--- src/rtl/surf_wb_arb_pkg.sv ---
// Shared types and defaults for the SURF two-master WISHBONE arbiter.
package surf_wb_arb_pkg;

  typedef enum logic [2:0] {
    StIdle,
    StGrant0,
    StGrant1,
    StAbort0,
    StAbort1
  } arb_state_e;

  localparam int unsigned DefTimeoutCycles = 1024;
  localparam logic [31:0] DefTimeoutData   = 32'hDEADDEAD;

endpackage

--- src/rtl/surf_wb_timeout.sv ---
// Watchdog for a strobed access: counts unanswered strobe cycles and flags
// expiry on the last allowed cycle so the arbiter can abort the access.
module surf_wb_timeout
  import surf_wb_arb_pkg::*;
#(
  parameter int unsigned TIMEOUT_CYCLES = DefTimeoutCycles
) (
  input  logic clk_i,
  input  logic rst_i,
  input  logic clear_i,
  input  logic enable_i,
  output logic expire_o
);

  localparam logic [15:0] LastCount = 16'(TIMEOUT_CYCLES - 1);

  logic [15:0] count_q, count_d;

  // Clear dominates; otherwise count every enabled cycle.
  always_comb begin
    count_d = count_q;
    if (clear_i) begin
      count_d = '0;
    end else if (enable_i) begin
      count_d = count_q + 16'd1;
    end
  end

  // Counter register with synchronous reset.
  always_ff @(posedge clk_i) begin
    if (rst_i) begin
      count_q <= '0;
    end else begin
      count_q <= count_d;
    end
  end

  // A response in the same cycle clears, so it beats expiry.
  assign expire_o = enable_i & ~clear_i & (count_q == LastCount);

endmodule

--- src/rtl/surf_wb_arbiter.sv ---
// Round-robin two-master WISHBONE arbiter with bus hold and access watchdog.
module surf_wb_arbiter
  import surf_wb_arb_pkg::*;
#(
  parameter int unsigned           ADDR_WIDTH     = 22,
  parameter int unsigned           DATA_WIDTH     = 32,
  parameter int unsigned           TIMEOUT_CYCLES = DefTimeoutCycles,
  parameter logic [DATA_WIDTH-1:0] TIMEOUT_DATA   = DefTimeoutData
) (
  input  logic                    wb_clk_i,
  input  logic                    wb_rst_i,
  input  logic                    m0_cyc_i,
  input  logic                    m0_stb_i,
  input  logic                    m0_we_i,
  input  logic [ADDR_WIDTH-1:0]   m0_adr_i,
  input  logic [DATA_WIDTH-1:0]   m0_dat_i,
  input  logic [DATA_WIDTH/8-1:0] m0_sel_i,
  output logic [DATA_WIDTH-1:0]   m0_dat_o,
  output logic                    m0_ack_o,
  output logic                    m0_err_o,
  input  logic                    m1_cyc_i,
  input  logic                    m1_stb_i,
  input  logic                    m1_we_i,
  input  logic [ADDR_WIDTH-1:0]   m1_adr_i,
  input  logic [DATA_WIDTH-1:0]   m1_dat_i,
  input  logic [DATA_WIDTH/8-1:0] m1_sel_i,
  output logic [DATA_WIDTH-1:0]   m1_dat_o,
  output logic                    m1_ack_o,
  output logic                    m1_err_o,
  output logic                    s_cyc_o,
  output logic                    s_stb_o,
  output logic                    s_we_o,
  output logic [ADDR_WIDTH-1:0]   s_adr_o,
  output logic [DATA_WIDTH-1:0]   s_dat_o,
  output logic [DATA_WIDTH/8-1:0] s_sel_o,
  input  logic [DATA_WIDTH-1:0]   s_dat_i,
  input  logic                    s_ack_i,
  input  logic                    s_err_i,
  output logic [1:0]              grant_o,
  output logic [15:0]             timeout_count_o
);

  arb_state_e  state_q, state_d;
  logic        last_grant_q, last_grant_d;  // 0 = m0 won last, 1 = m1 won last
  logic [15:0] tmo_cnt_q, tmo_cnt_d;
  logic        in_grant, wdog_enable, wdog_clear, wdog_expire;

  assign in_grant    = (state_q == StGrant0) || (state_q == StGrant1);
  assign wdog_enable = in_grant & s_stb_o;
  assign wdog_clear  = ~wdog_enable | s_ack_i | s_err_i;

  surf_wb_timeout #(
    .TIMEOUT_CYCLES(TIMEOUT_CYCLES)
  ) u_timeout (
    .clk_i   (wb_clk_i),
    .rst_i   (wb_rst_i),
    .clear_i (wdog_clear),
    .enable_i(wdog_enable),
    .expire_o(wdog_expire)
  );

  // Next-state: round-robin pick from idle, hold while CYC stays high.
  always_comb begin
    state_d      = state_q;
    last_grant_d = last_grant_q;
    tmo_cnt_d    = tmo_cnt_q;
    unique case (state_q)
      StIdle: begin
        if (m0_cyc_i && (!m1_cyc_i || last_grant_q)) begin
          state_d      = StGrant0;
          last_grant_d = 1'b0;
        end else if (m1_cyc_i) begin
          state_d      = StGrant1;
          last_grant_d = 1'b1;
        end
      end
      StGrant0: begin
        if (!m0_cyc_i) state_d = StIdle;
        else if (wdog_expire) state_d = StAbort0;
      end
      StGrant1: begin
        if (!m1_cyc_i) state_d = StIdle;
        else if (wdog_expire) state_d = StAbort1;
      end
      StAbort0, StAbort1: begin
        state_d = StIdle;
        if (tmo_cnt_q != 16'hFFFF) tmo_cnt_d = tmo_cnt_q + 16'd1;
      end
      default: state_d = StIdle;
    endcase
  end

  // State, round-robin pointer and abort counter registers.
  always_ff @(posedge wb_clk_i) begin
    if (wb_rst_i) begin
      state_q      <= StIdle;
      last_grant_q <= 1'b1;
      tmo_cnt_q    <= '0;
    end else begin
      state_q      <= state_d;
      last_grant_q <= last_grant_d;
      tmo_cnt_q    <= tmo_cnt_d;
    end
  end

  // Bus mux and response routing; everything idles to zero by default.
  always_comb begin
    s_cyc_o  = 1'b0;
    s_stb_o  = 1'b0;
    s_we_o   = 1'b0;
    s_adr_o  = '0;
    s_dat_o  = '0;
    s_sel_o  = '0;
    m0_dat_o = '0;
    m0_ack_o = 1'b0;
    m0_err_o = 1'b0;
    m1_dat_o = '0;
    m1_ack_o = 1'b0;
    m1_err_o = 1'b0;
    grant_o  = 2'b00;
    unique case (state_q)
      StGrant0: begin
        s_cyc_o  = m0_cyc_i;
        s_stb_o  = m0_cyc_i & m0_stb_i;
        s_we_o   = m0_we_i;
        s_adr_o  = m0_adr_i;
        s_dat_o  = m0_dat_i;
        s_sel_o  = m0_sel_i;
        m0_ack_o = s_ack_i;
        m0_err_o = s_err_i;
        m0_dat_o = s_dat_i;
        grant_o  = 2'b01;
      end
      StGrant1: begin
        s_cyc_o  = m1_cyc_i;
        s_stb_o  = m1_cyc_i & m1_stb_i;
        s_we_o   = m1_we_i;
        s_adr_o  = m1_adr_i;
        s_dat_o  = m1_dat_i;
        s_sel_o  = m1_sel_i;
        m1_ack_o = s_ack_i;
        m1_err_o = s_err_i;
        m1_dat_o = s_dat_i;
        grant_o  = 2'b10;
      end
      StAbort0: begin
        m0_err_o = 1'b1;
        m0_dat_o = TIMEOUT_DATA;
        grant_o  = 2'b01;
      end
      StAbort1: begin
        m1_err_o = 1'b1;
        m1_dat_o = TIMEOUT_DATA;
        grant_o  = 2'b10;
      end
      default: ;
    endcase
    // An access being killed by reset must not see a completion.
    if (wb_rst_i) begin
      m0_ack_o = 1'b0;
      m0_err_o = 1'b0;
      m1_ack_o = 1'b0;
      m1_err_o = 1'b0;
    end
  end

  assign timeout_count_o = tmo_cnt_q;

endmodule

--- config.mk ---
export PLATFORM = sky130hd
export DESIGN_NAME = surf_wb_arbiter
export DESIGN_NICKNAME = d
export VERILOG_FILES = /design/src/rtl/surf_wb_arb_pkg.sv /design/src/rtl/surf_wb_timeout.sv /design/src/rtl/surf_wb_arbiter.sv
export SDC_FILE = /design/constraint.sdc
export NUM_CORES = 1
export LEC_CHECK = 0
export CORE_AREA = 4 4 117 119
export CTS_BUF_LIST = sky130_fd_sc_hd__clkbuf_2
export CTS_CLUSTER_DIAMETER = 40
export CTS_CLUSTER_SIZE = 8
export DETAILED_ROUTE_END_ITERATION = 10
export DIE_AREA = 0 0 121 123
export GPL_ROUTABILITY_DRIVEN = 0
export MAX_ROUTING_LAYER = met4
export PLACE_DENSITY = 0.8
export SETUP_SLACK_MARGIN = 0.15
export SLEW_MARGIN = 20
export SYNTH_ARGS = -nofsm -noshare
export SYNTH_HDL_FRONTEND = slang
export SYNTH_SLANG_ARGS = --single-unit
export TNS_END_PERCENT = 10
--- constraint.sdc ---
create_clock -name wb_clk_i -period 4.43 [get_ports wb_clk_i]
set_input_delay 0.886 -clock wb_clk_i [delete_from_list [all_inputs] [get_ports wb_clk_i]]
set_output_delay 0.886 -clock wb_clk_i [all_outputs]
set_load 0.01 [all_outputs]
# --- After elaboration in Yosys (flattened, before gate mapping) ---
# Cells that the tools add are included.
totals:
  reg_bits: 36
  latch_bits: 0
  mem_bits_rw: 0
  romBits: 0
  in_bits: 158
  output_inout_bits: 147
  n_memories: 0
classes:
  addsub: 2
  multipliers: 0
  div: 0
  n_lt_le_gt_ge: 0
  eq_ne: 9
  shifts: 0
  mux: 26
  n_bitwise: 9
  n_reduce_logical: 13
ops:
  columns: ["cell", "n"]
  rows:
  - ["case mux 32 bit (2 select lines)", 3]
  - ["case mux 22 bit (2 select lines)", 1]
  - ["adder 16 x 1 -> 16 bit, second input constant", 2]
  - ["two-way mux 3 bit", 6]
  - ["== test 16 x 10 -> 1 bit, second input constant", 1]
  - ["inequality test 16 bit, second input constant", 1]
  - ["case mux 1 bit (2 select lines)", 5]
  - ["case mux 3 bit (3 select lines)", 1]
  - ["two-way mux 1 bit", 8]
  - ["case mux 4 bit (2 select lines)", 1]
  - ["OR reduction 2 bit", 4]
  - ["== test 3 x 2 -> 1 bit, second input constant", 2]
  - ["inequality test 3 x 2 -> 1 bit, second input constant", 2]
  - ["bitwise AND 1 bit", 5]
  - ["case mux 2 bit (2 select lines)", 1]
  - ["AND reduction 2 bit", 2]
  - ["== test 3 x 1 -> 1 bit, second input constant", 1]
  - ["== test 3 bit, second input constant", 1]
  - ["zero test 3 bit", 1]
  - ["inequality test 3 bit, second input constant", 1]
  - ["AND reduction 3 bit", 1]
  - ["logical OR 1 bit", 2]
  - ["inverter 1 bit", 2]
  - ["OR 1 bit", 2]
  - ["3 further kinds", 3]

# --- Logic depth before layout (Yosys ltp) ---
# Gate-level depths: netlist (run 1).
depth:
  ltp_word: 12
  ltp_mapped: 8
  mapped_depth_nobuf: 5

# --- Modules after synthesis ---
# A second synthesis (run 1) with hierarchy kept.
unflattened:
  hier_cells: 407
  hier_area_um2: 3050.4
by_module_without_submodules:
  columns: ["module", "n_inst", "cells_per_inst", "area_each_um2", "seq_area_each_um2"]
  rows:
  - ["surf_wb_arbiter", 1, 313, 2229.6, 400.4]
  - ["surf_wb_timeout", 1, 94, 820.8, 320.3]

# --- Worst setup path after synthesis (run 1) ---
# Ideal clock, no wire load.
synth_timing:
  path_kind: "input to output"
  from: "input port wb_rst_i"
  to: "output port m0_err_o"
  arrival_ps: 1833
  required_ps: 3544
  slack_ps: 1711
  cell_stages: 4
  n_path_buf: 3
  cell_sequence: "clkbuf_1 clkbuf_1 buf_1 nor2_1"
synth_via:
  elab_chain_cells: 1
synth_lines:
  columns: ["item", "line", "rtl"]
  rows:
  - ["start, declared", "surf_wb_arbiter.sv:11", "input logic wb_rst_i,"]
  - ["two-way mux 1 bit", "surf_wb_arbiter.sv:159", "if (wb_rst_i) begin"]
  - ["end, declared", "surf_wb_arbiter.sv:20", "output logic m0_err_o,"]
# No other way between the ends.

# --- Final worst setup path (run 1) ---
layout_timing:
  from: "register state_q[1]"
  to: "output port s_adr_o[20]"
layout_via:
  elab_chain_cells: 2
  word_cells_on_any_way: 3
  cone_classes: "2 x eq/ne; 1 x mux"
layout_lines:
  columns: ["item", "line", "rtl"]
  rows:
  - ["start, declared", "surf_wb_arbiter.sv:43", "arb_state_e state_q, state_d;"]
  - ["start signal, assigned", "surf_wb_arbiter.sv:96", "state_q <= StIdle;"]
  - ["start signal, assigned", "surf_wb_arbiter.sv:100", "state_q <= state_d;"]
  - ["== test 3 x 2 -> 1 bit / == test 3 x 1 -> 1 bit (equally long branches)", "surf_wb_arbiter.sv:121", "unique case (state_q)"]
  - ["case mux 22 bit (2 select lines) (*)", "surf_wb_arbiter.sv:121", null]
  - ["end, declared", "surf_wb_arbiter.sv:33", "output logic [ADDR_WIDTH-1:0] s_adr_o,"]
# Every way passes the cells marked *; elsewhere a longest branch is shown, timed or not.

==> impl_metrics.tcl, run 1 <==
set metrics [dict create \
    cts_sinks 36 \
    cp-startpoint "state_q[1]" \
    die_w_um 121 \
    grt_setup_unrepaired "false" \
    first_global_vias 4235 \
    async_flop_share 0 \
    clock_path_buffers 2 \
    via_per_inst 5.26 \
    path_clk_slew_ps 180 \
    ys_ff_latch 36 \
    cts_hold_buf 0 \
    num_vias 4413 \
    core_mm2 0.0126 \
    drive_above_1_share 0.0480 \
    worstHoldStart "u_timeout.count_q[0]" \
    ioPinCount 305 \
    reg2reg_from "state_q[0]" \
    syn-cell-area_mm2 0.00307 \
    grt_pass1_wl_um 24700 \
    clock.fmax_ghz 0.251 \
    cp.arrival_ps 3090 \
    ant_nets 0 \
    clk_latency_ps 380 \
    worst_pin_slew_ps 827 \
    synthToLayoutAreaGrowth_pct 105 \
    finClkSkew_ps 20.8 \
    grt_start_max_net_pins 58 \
    yosysMostFrequentCell "a22o_1" \
    wl_per_cell_um 20.6 \
    startpoint_type "flip-flop" \
    cts.htree.levels 2 \
    synth_edf_count 0 \
    slew_headroom 0.443 \
    finalCritPeriodShare 0.898 \
    synth.distinct_cells 46 \
    rows 41 \
    die_y_um 123 \
    cap_violations 0 \
    peakVddDrop_uv 168 \
    postSynthAreaPerCell_um2 8.04 \
    drtPass1Iterations 5 \
    synth_top_cells_by_area "dfxtp_1 (23%), a22o_1 (17%), a21o_1 (11%)" \
    status "complete, no violations" \
    die_area_mm2 0.0149 \
    initial_core_util 0.244 \
    post_cts.repair.setup_buffers 0 \
    synth_nets 542 \
    cp.required_ps 3540 \
    netlist_top_cells_count "a22o_1 (59), a21o_1 (44), dfxtp_1 (36)" \
    slew_violations 0 \
    synthFlopType "dfxtp_1" \
    power.leakage_nw 2.56 \
    grt_antenna_before_repair 1 \
    ys_seq_area_frac 0.235 \
    grt_overflow_total 0 \
    cp_max_fo 37 \
    setup_viol_count_final 0 \
    place_hpwl_um 14000 \
    ys.warnings.count 0 \
    holdWs_ps 492 \
    hold_viol_final 0 \
    layout.nets 825 \
    final_util 0.501 \
    drt-initial-drc-count 312 \
    powerDensity_mw_per_mm2 169 \
    fin_ws_ps 451 \
    drc 0 \
    endpoint_kind "output port" \
    dpl_worst_slack_ps 704 \
    ctsResizeCount 0 \
    hp-class "flip-flop to flip-flop" \
    yosys.area.top_type "dfxtp_1" \
    grt_use_total 0.215 \
    rrSetupSlack_ps 2140 \
    synthCells 382 \
    cts_tree "done" \
    fin_tns_setup_ps 0 \
    critPathKind "flip-flop to output port" \
    wl_um 17300 \
    io_buffers 304 \
    cts_root_buf "clkbuf_2" \
    netlist.area_leader.share 0.235 \
    final.min_clock_period_ps 3980 \
    cts_buffers 5 \
]
per-layer routing:
metal  track usage  share of wire
met1         0.238           0.38
met2         0.377           0.51
met3        0.0608          0.087
met4        0.0630          0.027
met5             -              0
area by class of cell:
class	count	area [um^2]
Multi-Input combinational cell	304	2180
Tap cell	172	215
Sequential cell	36	721
Inverter	5	18.8
Antenna cell	1	2.50
Timing Repair Buffer	313	3120
Clock inverter	3	13.8
Fill cell	1153	6270
Clock buffer	5	25.0
power by group:
part / internal, W / switching, W / leakage [nW]
clock network: 0.0000354 / 0.000109 / 0.0302
registers: 0.000327 / 0.00000873 / 0.291
logic: 0.000355 / 0.000231 / 2.23
total: 0.000718 / 0.000349 / 2.56
final timing paths:
| kind | depth (start not counted) | endpoint |
|---|---|---|
| setup / recovery | 5 | s_adr_o[20] |
| hold / removal | 1 | u_timeout.count_q[0] |
| setup reg to reg | 5 | timeout_count_o[7] |
| hold reg to reg | 1 | u_timeout.count_q[0] |
cell usage in the layout, fill, tap and decap left out, types with 6 or more instances in the layout:
| master | instances |
|---|---|
| nand2_1 | 18 |
| dfxtp_1 | 36 |
| nor2_1 | 15 |
| a21o_1 | 44 |
| nand3_1 | 10 |
| buf_4 | 8 |
| and2_1 | 11 |
| or4_1 | 14 |
| clkdlybuf4s50_1 | 304 |
| o31ai_1 | 14 |
| mux2_2 | 6 |
| nor2b_1 | 7 |
| nand4_1 | 7 |
| a22o_1 | 59 |
| or3_1 | 6 |
| and3_1 | 14 |
| o21ai_0 | 8 |
| a21oi_1 | 24 |
cell families after synthesis:
family                     share of synthesized area
AOI/OAI and AO/OA                              0.413
muxes                                         0.0253
xor gates and xnor gates                     0.00285
DFF                                            0.235
and+or+nand+nor                                0.260
buffers and inverters                         0.0562
adders and majority gates                    0.00815
registers in the layout, indices dropped and copies added, names as in the netlist:
register	cells
last_grant_q	1
state_q	3
timeout_count_o	16
u_timeout.count_q	16
critical path: stages (launching register included):
cell	delay, ps
dfxtp_1	450
nor2_1	510
and2_2	660
buf_12	280
a22o_1	210
clkdlybuf4s50_1	590
per-stage QoR:
step / cell area, um^2 / instances / power [W]
global placement: 6260 / 830 / 0.000920
CTS: 6300 / 838 / 0.00107
global route: 6300 / 839 / 0.00111
floorplan: 3070 / 382 / 0.000543
detailed placement: 6260 / 830 / 0.000926
finish: 6300 / 839 / 0.00107
(Power assumes the default switching activity.)
==> inputs of run 2 (changes only) <==
--- a/config.mk
+++ b/config.mk
@@ -5,6 +5,7 @@
 export SDC_FILE = /design/constraint.sdc
 export NUM_CORES = 1
 export LEC_CHECK = 0
+export ABC_CLOCK_PERIOD_IN_PS = 4430
 export CORE_AREA = 4 4 117 119
 export CTS_BUF_LIST = sky130_fd_sc_hd__clkbuf_2
 export CTS_CLUSTER_DIAMETER = 40
==> results of run 2 <==
No change in the layout: final DEF, timing and power equal those of run 1.
